$ cat src/rtl/regfile_pkg.sv
// Shared constants and state type for the register-bank burst reader.
// Optional write-through forwarding is enabled by REGFILE_READ_BYPASS_EN.
package regfile_pkg;
   localparam int NUM_REGS = 23;
   localparam int DATA_W   = 64;
   localparam int ADDR_W   = 5;
   localparam int LEN_W    = 5;

   typedef enum logic [1:0] {
      IDLE,
      BURST,
      ERR
   } rd_state_t;
endpackage

$ cat src/rtl/regfile_burst_reader_if.sv
// Request and response channels of the burst reader (valid/ready both ways).
// The requester is the master; the reader is the slave.
interface regfile_burst_reader_if;
   import regfile_pkg::*;

   logic              req_valid;
   logic              req_ready;
   logic [ADDR_W-1:0] req_addr;
   logic [LEN_W-1:0]  req_len;
   logic              rsp_valid;
   logic              rsp_ready;
   logic [DATA_W-1:0] rsp_data;
   logic [ADDR_W-1:0] rsp_addr;
   logic              rsp_last;
   logic              rsp_err;

   modport master (
      output req_valid, req_addr, req_len, rsp_ready,
      input  req_ready, rsp_valid, rsp_data, rsp_addr, rsp_last, rsp_err
   );

   modport slave (
      input  req_valid, req_addr, req_len, rsp_ready,
      output req_ready, rsp_valid, rsp_data, rsp_addr, rsp_last, rsp_err
   );
endinterface

$ cat src/rtl/regfile_read_mux.sv
// NUM_REGS:1 word selector over the flattened bank; out-of-range index gives 0.
// Under REGFILE_READ_BYPASS_EN a same-cycle write to the selected register wins.
module regfile_read_mux
   import regfile_pkg::*;
(
   input  logic [NUM_REGS*DATA_W-1:0] regs_flat,
   input  logic [ADDR_W-1:0]          idx,
`ifdef REGFILE_READ_BYPASS_EN
   input  logic [NUM_REGS-1:0]        wr_en,
   input  logic [DATA_W-1:0]          wr_data,
`endif
   output logic [DATA_W-1:0]          data
);

   always_comb begin
      data = '0;
      for (int i = 0; i < NUM_REGS; i++) begin
         if (idx == ADDR_W'(i)) begin
`ifdef REGFILE_READ_BYPASS_EN
            data = wr_en[i] ? wr_data : regs_flat[i*DATA_W +: DATA_W];
`else
            data = regs_flat[i*DATA_W +: DATA_W];
`endif
         end
      end
   end

endmodule

$ cat src/rtl/regfile_burst_reader.sv
// Streams a range of bank registers out one beat per cycle with last/err flags.
// Define REGFILE_READ_BYPASS_EN to add wr_en/wr_data write-through forwarding.
module regfile_burst_reader
   import regfile_pkg::*;
(
   input  logic                       clk,
   input  logic                       reset,
   input  logic [NUM_REGS*DATA_W-1:0] regs_flat,
`ifdef REGFILE_READ_BYPASS_EN
   input  logic [NUM_REGS-1:0]        wr_en,
   input  logic [DATA_W-1:0]          wr_data,
`endif
   regfile_burst_reader_if.slave      bus,
   output logic                       busy
);

   rd_state_t         state;
   logic [ADDR_W-1:0] cur_addr;
   logic [LEN_W-1:0]  remain;
   logic [DATA_W-1:0] rd_data;
   logic              cap;

   regfile_read_mux u_mux (
      .regs_flat (regs_flat),
      .idx       (cur_addr),
`ifdef REGFILE_READ_BYPASS_EN
      .wr_en     (wr_en),
      .wr_data   (wr_data),
`endif
      .data      (rd_data)
   );

   assign bus.req_ready = (state == IDLE) && !bus.rsp_valid;
   assign cap           = !bus.rsp_valid || bus.rsp_ready;
   assign busy          = (state != IDLE) || bus.rsp_valid;

   always_ff @(posedge clk or posedge reset) begin
      if (reset) begin
         state         <= IDLE;
         cur_addr      <= '0;
         remain        <= '0;
         bus.rsp_valid <= 1'b0;
         bus.rsp_data  <= '0;
         bus.rsp_addr  <= '0;
         bus.rsp_last  <= 1'b0;
         bus.rsp_err   <= 1'b0;
      end else begin
         // a consumed beat drops valid unless a new beat replaces it below
         if (bus.rsp_valid && bus.rsp_ready)
            bus.rsp_valid <= 1'b0;
         unique case (state)
            IDLE: begin
               if (bus.req_valid && bus.req_ready) begin
                  cur_addr <= bus.req_addr;
                  remain   <= bus.req_len;
                  state    <= (bus.req_addr < ADDR_W'(NUM_REGS)) ? BURST : ERR;
               end
            end
            BURST: begin
               if (cap) begin
                  bus.rsp_valid <= 1'b1;
                  bus.rsp_data  <= rd_data;
                  bus.rsp_addr  <= cur_addr;
                  bus.rsp_err   <= 1'b0;
                  bus.rsp_last  <= (remain == '0);
                  cur_addr      <= (cur_addr == ADDR_W'(NUM_REGS - 1)) ?
                                   '0 : cur_addr + 1'b1;
                  remain        <= remain - 1'b1;
                  if (remain == '0)
                     state <= IDLE;
               end
            end
            ERR: begin
               if (cap) begin
                  bus.rsp_valid <= 1'b1;
                  bus.rsp_data  <= '0;
                  bus.rsp_addr  <= cur_addr;
                  bus.rsp_err   <= 1'b1;
                  bus.rsp_last  <= 1'b1;
                  state         <= IDLE;
               end
            end
            default: state <= IDLE;
         endcase
      end
   end

endmodule
$ cat src/flat_wrapper.sv
// flat-port wrapper written by rule: the top's interface ports become plain ports
module regfile_burst_reader_flat import regfile_pkg::*;
  (clk, reset, regs_flat, busy, bus_req_valid, bus_req_addr, bus_req_len, bus_rsp_ready, bus_req_ready, bus_rsp_valid, bus_rsp_data, bus_rsp_addr, bus_rsp_last, bus_rsp_err);
  regfile_burst_reader_if bus_i ();
  input  logic clk;
  input  logic reset;
  input  logic [NUM_REGS*DATA_W-1:0] regs_flat;
  output logic busy;
  input wire logic [$bits(bus_i.req_valid)-1:0] bus_req_valid;
  input wire logic [$bits(bus_i.req_addr)-1:0] bus_req_addr;
  input wire logic [$bits(bus_i.req_len)-1:0] bus_req_len;
  input wire logic [$bits(bus_i.rsp_ready)-1:0] bus_rsp_ready;
  output wire logic [$bits(bus_i.req_ready)-1:0] bus_req_ready;
  output wire logic [$bits(bus_i.rsp_valid)-1:0] bus_rsp_valid;
  output wire logic [$bits(bus_i.rsp_data)-1:0] bus_rsp_data;
  output wire logic [$bits(bus_i.rsp_addr)-1:0] bus_rsp_addr;
  output wire logic [$bits(bus_i.rsp_last)-1:0] bus_rsp_last;
  output wire logic [$bits(bus_i.rsp_err)-1:0] bus_rsp_err;
  assign bus_i.req_valid = bus_req_valid;
  assign bus_i.req_addr = bus_req_addr;
  assign bus_i.req_len = bus_req_len;
  assign bus_i.rsp_ready = bus_rsp_ready;
  assign bus_req_ready = bus_i.req_ready;
  assign bus_rsp_valid = bus_i.rsp_valid;
  assign bus_rsp_data = bus_i.rsp_data;
  assign bus_rsp_addr = bus_i.rsp_addr;
  assign bus_rsp_last = bus_i.rsp_last;
  assign bus_rsp_err = bus_i.rsp_err;
  regfile_burst_reader u_core (.clk(clk), .reset(reset), .regs_flat(regs_flat), .bus(bus_i), .busy(busy));
endmodule
$ cat config.mk
export PLATFORM = sky130hd
export DESIGN_NAME = regfile_burst_reader_flat
export DESIGN_NICKNAME = d
export VERILOG_FILES = /design/src/rtl/regfile_pkg.sv /design/src/rtl/regfile_burst_reader_if.sv /design/src/rtl/regfile_read_mux.sv /design/src/rtl/regfile_burst_reader.sv /design/src/flat_wrapper.sv
export SDC_FILE = /design/constraint.sdc
export NUM_CORES = 1
export LEC_CHECK = 0
export BUFFER_PORTS_ARGS = -buffer_cell sky130_fd_sc_hd__buf_2
export CORE_AREA = 2 2 603 605
export CTS_CLUSTER_DIAMETER = 200
export DETAILED_ROUTE_END_ITERATION = 7
export DIE_AREA = 0 0 605 607
export MAX_ROUTING_LAYER = met4
export PLACE_DENSITY = 0.3
export SYNTH_ARGS = -nofsm -noshare
export SYNTH_HDL_FRONTEND = slang
export SYNTH_SLANG_ARGS = --single-unit
$ cat constraint.sdc
create_clock -name clk -period 3.9 [get_ports clk]
set_input_delay 0.78 -clock clk [delete_from_list [all_inputs] [get_ports clk]]
set_output_delay 0.78 -clock clk [all_outputs]
set_load 0.05 [all_outputs]
; ---- Yosys cells after proc, flatten, opt, wreduce, memory -nomap -nowiden
; Index checks and enable logic that the tools add are counted.
; W data, S select, Z words.
[word_totals]
ff_bits = 84
out_inout_bits = 74
word_cells = 103
[op_classes]
n_eq_ne = 28
n_lt_le_gt_ge = 1
n_reduce_logical = 17
n_addsub = 2
mux = 47
[op_table]
columns = operator, n
row1 = $mux W64, 25
row2 = $pmux W64 S2, 1
row3 = $eq A5 B4 Y1 const B, 8
row4 = $eq A5 B5 Y1 const B, 7
row5 = $mux W5, 5
row6 = $eq A5 B3 Y1 const B, 4
row7 = $pmux W5 S2, 2
row8 = $eq A5 B2 Y1 const B, 2
row9 = $logic_not A5 Y1, 2
row10 = $mux W2, 5
row11 = $mux W1, 6
row12 = $ne A2 B1 Y1 const B, 3
row13 = $pmux W2 S3, 1
row14 = $reduce_and A3 Y1, 2
row15 = $reduce_bool A2 Y1, 3
row16 = $add A5 B1 Y5 const B, 1
row17 = $eq A5 B1 Y1 const B, 1
row18 = $lt A5 B5 Y1 const B, 1
row19 = $sub A5 B1 Y5 const B, 1
row20 = $pmux W1 S2, 2
row21 = $reduce_and A4 Y1, 1
row22 = $logic_and A1 B1 Y1, 3
row23 = $eq A2 B1 Y1 const B, 1
row24 = $eq A2 B2 Y1 const B, 1
row25 = 6 further kinds, 7

; ---- Longest topological paths before layout
[depth]
word_depth = 26
depth_mapped = 16

; ---- Hierarchy
; Synthesis repeated with hierarchy kept, for this count alone.
[unflattened]
hier_cells = 2099
hier_area_um2 = 15640.0
[modules_own_cells]
columns = module, area_per_inst_um2, cells_each, n_inst
row1 = regfile_read_mux, 12305.6, 1840, 1
row2 = regfile_burst_reader, 3334.4, 259, 1

; ---- Worst setup path after synthesis
; OpenSTA, ideal clock, no wires.
[synth_path]
kind = flip-flop to flip-flop
startpoint = reg u_core.cur_addr[0]
endpoint = reg u_core.bus.rsp_data[21]
arrival_time_ns = 3.278
path_stages_with_launch = 16
setup_time_ns = 0.142
n_path_buf = 7
required_ns = 3.758
path_slack_ns = 0.480
path_cell_list = dfrtp_1 -> ha_1 -> buf_2 -> buf_2 -> clkbuf_1 -> clkbuf_1 -> and3_1 -> ha_1 -> clkbuf_1 -> clkbuf_1 -> clkbuf_1 -> nor2_1 -> a22oi_1 -> nand4_1 -> a21oi_1 -> o221ai_1
[synth_via]
elab_chain_cells = 26
elab_cells_between_ends = 48
cone_classes = eq/ne: 22 / mux: 25 / reduce/logical: 1
[synth_rtl]
columns = element, line_no
row1 = from (decl), regfile_burst_reader.sv:18  ; logic [ADDR_W-1:0] cur_addr;
row2 = from (signal assigned), regfile_burst_reader.sv:54  ; cur_addr <= bus.req_addr;
row3 = from (signal assigned), regfile_burst_reader.sv:66  ; cur_addr <= (cur_addr == ADDR_W'(NUM_REGS - 1)) ?
row4 = $logic_not A5 Y1, regfile_read_mux.sv:18  ; if (idx == ADDR_W'(i)) begin
row5 = $mux W64 (22 in a row), regfile_read_mux.sv:18
row6 = $mux W64 (*), regfile_read_mux.sv:18
row7 = $mux W64 (*), regfile_burst_reader.sv:60  ; if (cap) begin
row8 = $pmux W64 S2 (*), regfile_burst_reader.sv:51  ; unique case (state)
row9 = to (signal assigned), regfile_burst_reader.sv:62  ; bus.rsp_data <= rd_data;
row10 = to (decl), regfile_burst_reader_if.sv:24  ; output req_ready, rsp_valid, rsp_data, rsp_addr, rsp_last, rsp_err
; Mark *: on every way between the ends. The rest lies on a longest branch, timed or not. The select of a mux whose other input is x is not followed.
; A chain may end at the register's enable or synchronous reset.

; ---- Worst setup path after layout
[layout_path]
startpoint = reg u_core.cur_addr[0]
endpoint = reg u_core.bus.rsp_data[63]
; Same word-level chain as after synthesis.

==> results.ini <==
[cells_and_area]
nets = 6061
drive_gt1_frac = 0.484
syn_to_final_growth_pct = 97.5
fillers = 42744
final_cell_area_sq_um = 36700
fin_cells = 9612
multiInputGateArea_sq_um = 15600
regArea_sq_um = 2110
fin_util = 0.102

[clock_tree]
holdBufCountCts = 0
clk_pin_slew_worst_paths_ns = 0.11
numCtsBuffers = 9
cts_tree = built
cts_buffer_depth = 2
cts.sinks = 84
clkLatencyLatePin_ns = 0.44
cts-root-buf = clkbuf_16
cts_max_level = 3

[worst_setup_path]
path_common_cell = buf_4
r2r_slack_ns = -0.008
crit_required_ns = 4.22
r2r-start = u_core.cur_addr[0]$_DFFE_PP0P_
path_class = register to register
critPathMaxFanout = 44
cp_num_buf_inv = 4
cpPeakStageDelay_ns = 0.85
worst_path_dominant_cell_family = compound AO/OA/AOI/OAI gates
timing.rr.end = u_core.bus.rsp_data[63]$_DFFE_PP0P_
cp-startpoint = u_core.cur_addr[0]$_DFFE_PP0P_
rr_worst_depth = 14
crit_slowest_cell = a31oi_1
critical_path_arrival_ns = 4.23
crit_path_start_kind = register
path_cells = buf_4 > ha_4 > and3_1 > ha_4 > buf_12 > nand2_1 > o211ai_1 > a221oi_1 > buf_4 > nand2_1 > a31oi_1 > o21ai_0 > buf_4 > a221o_1
critPathCaptureType = register

[synthesis]
synthesis.area_sq_um = 18600
async_flop_share = 1.00
syn-num-nets = 4377
synth_compound_area_frac = 0.557
synth_area_per_cell_sq_um = 6.45
synthFlopType = dfrtp_1
synthAdderAreaFrac = 0.00673
syn_inst = 2881
synth_cell_types = 98
muxShareOfSynthArea = 0.00391
synthSimpleGateAreaFrac = 0.228
synth_seq_cells = 84
synth_top_family_by_area = compound AO/OA/AOI/OAI gates
synth_seq_area_share = 0.113
synth_edf_count = 0
synth_warnings = 0
synth_xor_area_frac = 0

[drt]
first_pass_iters = 7
final_antenna_net_count = 0
route.detailed.vias_per_inst = 3.86
drtIter0Drc = 3744
num_vias = 37055
finalWirelength_microns = 434000
wl_per_cell_microns = 45.1
drc = 0

[timing]
slew_violations = 0
slew_headroom = 0.0705
post-route-period-util = 1.00
finalSetupTns_ns = -0.00804
finalHoldViolations = 0
timing.fmax_mhz = 256
fin_ws_ns = -0.00804
worstMarginPinSlew_ns = 1.38
final.min_clock_period_ns = 3.91
setup_violations = 1
clock_skew_ns = 0.0307

[hold_path]
hold_class = register to register
min-delay-start = u_core.bus.rsp_data[20]$_DFFE_PP0P_
min_to = u_core.bus.rsp_data[20]$_DFFE_PP0P_
hold_depth = 2

[global_route]
grt_pass1_vias = 36039
grt_max_degree = 52
overflow = 0
antenna_found_initial = 482
grt_pass1_wl_microns = 510000
grtUsageTotal = 0.232

[job]
drv_cap = 0

[power]
p_leak_nw = 14.4
ir_drop_mv = 0.314
powerDensity_nw_per_um2 = 823

[floorplan]
pin_count = 1560
die_w_microns = 605
num_rows = 221
die-area_sq_um = 367000
die_h_microns = 607
start_util = 0.0515
core-area_sq_um = 361000

[status]
status = finished, violations left
violations = negative setup slack

[placement]
dp_cells = 9341
gp_congestion = 0.939
place_ws_ns = -0.644
place_area_sq_um = 35600
hpwl_microns = 390000
portBuffers = 1559

registers in the layout (all words and copies together), names as in the netlist:
name and flops:
u_core.cur_addr 5, u_core.remain 5, u_core.bus.rsp_err 1, u_core.bus.rsp_addr 5
u_core.state 2, u_core.bus.rsp_data 64, u_core.bus.rsp_valid 1, u_core.bus.rsp_last 1
worst max path at each step:
stage / end / slack, ns / cells after the start
6_report: u_core.bus.rsp_data[63]$_DFFE_PP0P_ / -0.008 / 14
5_1_grt: u_core.bus.rsp_data[45]$_DFFE_PP0P_ / -0.006 / 12
4_1_cts: u_core.bus.rsp_data[6]$_DFFE_PP0P_ / 0.007 / 14
3_5_place_dp: u_core.bus.rsp_data[36]$_DFFE_PP0P_ / -0.64 / 10
3_3_place_gp: u_core.bus.rsp_data[23]$_DFFE_PP0P_ / -1.63 / 9
2_1_floorplan: u_core.bus.rsp_data[21]$_DFFE_PP0P_ / 0.48 / 15
layout make-up:
class / instances / share of cell area
Multi-Input combinational cell: 2434 / 0.424
Clock buffer: 9 / 0.00614
Sequential cell: 84 / 0.0576
Inverter: 25 / 0.00317
Timing Repair Buffer: 2011 / 0.327
Antenna cell: 249 / 0.0170
Tap cell: 4794 / 0.163
Clock inverter: 6 / 0.00177
through the flow:
step | total power (W) | hold slack, ns
finish | 0.0302 | 0.492
global route | 0.0312 | 0.530
CTS | 0.0310 | 0.503
detailed placement | 0.0296 | 0.472
global placement | 0.0297 | 0.470
floorplan | 0.0116 | 0.474
layer usage:
layer | GRT usage | vias to the layer above | share of wire
met2 | 0.408 | 2572 | 0.50
met4 | 0.0693 | 0 | 0.038
met1 | 0.252 | 18695 | 0.39
li1 | - | 15057 | -
met5 | - | - | 0
met3 | 0.0669 | 731 | 0.072
synth_stat cells, types with 17 or more instances:
cell	number	area [sq um]
o2111ai_1	17	149
dfrtp_1	84	2100
clkbuf_1	143	537
o2bb2ai_1	32	280
o21a_1	24	180
a221o_1	44	440
a211oi_1	28	210
or3_1	23	144
a22oi_1	68	510
a221oi_1	120	1050
nand3_1	49	245
o221ai_1	67	587
nor2b_1	30	188
nand2b_1	50	313
inv_1	22	82.6
nor3_1	57	285
o211ai_1	39	293
a21oi_1	432	2160
o22a_1	25	219
o22ai_1	147	920
buf_4	23	173
buf_2	132	661
nor2_1	247	927
o21ai_0	309	1550
nor4_1	24	150
buf_1	28	105
o31ai_1	27	203
a31oi_1	28	175
nand2_1	275	1030
o221a_2	34	383
and3_1	17	106
power breakdown:
part / switching, W / leakage [nW] / internal, W
logic: 0.0192 / 13.2 / 0.00814
clock network: 0.000611 / 0.143 / 0.000499
registers: 0.000433 / 1.07 / 0.00127
logic make-up (layout without fill, tap and decap cells):
group                    Yosys count  in the layout
buffers and inverters            363           2051
AND/OR/NAND/NOR                  856            856
adder cells (fa/ha/maj)           10             10
multiplexers                       7              7
other                              0            249
AO/OA/AOI/OAI                   1561           1561
flip-flops                        84             84
placed cells by master, fill, tap and decap left out, drive strengths merged, types with 44 or more instances in the layout:
cell type	instances
o22ai	148
dfrtp	84
nand2b	50
a22oi	68
nand3	49
nor3	58
a221o	44
o21ai	325
nand2	275
diode	249
a221oi	122
buf	2011
nor2	255
o221ai	67
a21oi	434
worst min-delay path: cells and delay by family, from the launching register on:
kind               cells  cell delay, ns
and+or+nand+nor        1            0.05
DFF                    1            0.35
AOI/OAI and AO/OA      1            0.06
what timing repair did:
item | 4_1_cts | 5_1_grt
pin swaps | 0 | 1
setup endpoints to repair | 15 | 3
setup buffers | 0 | 7
resized for setup | 23 | 1
gates cloned | 0 | 0
Note: power is estimated with default switching activity, not from simulation.
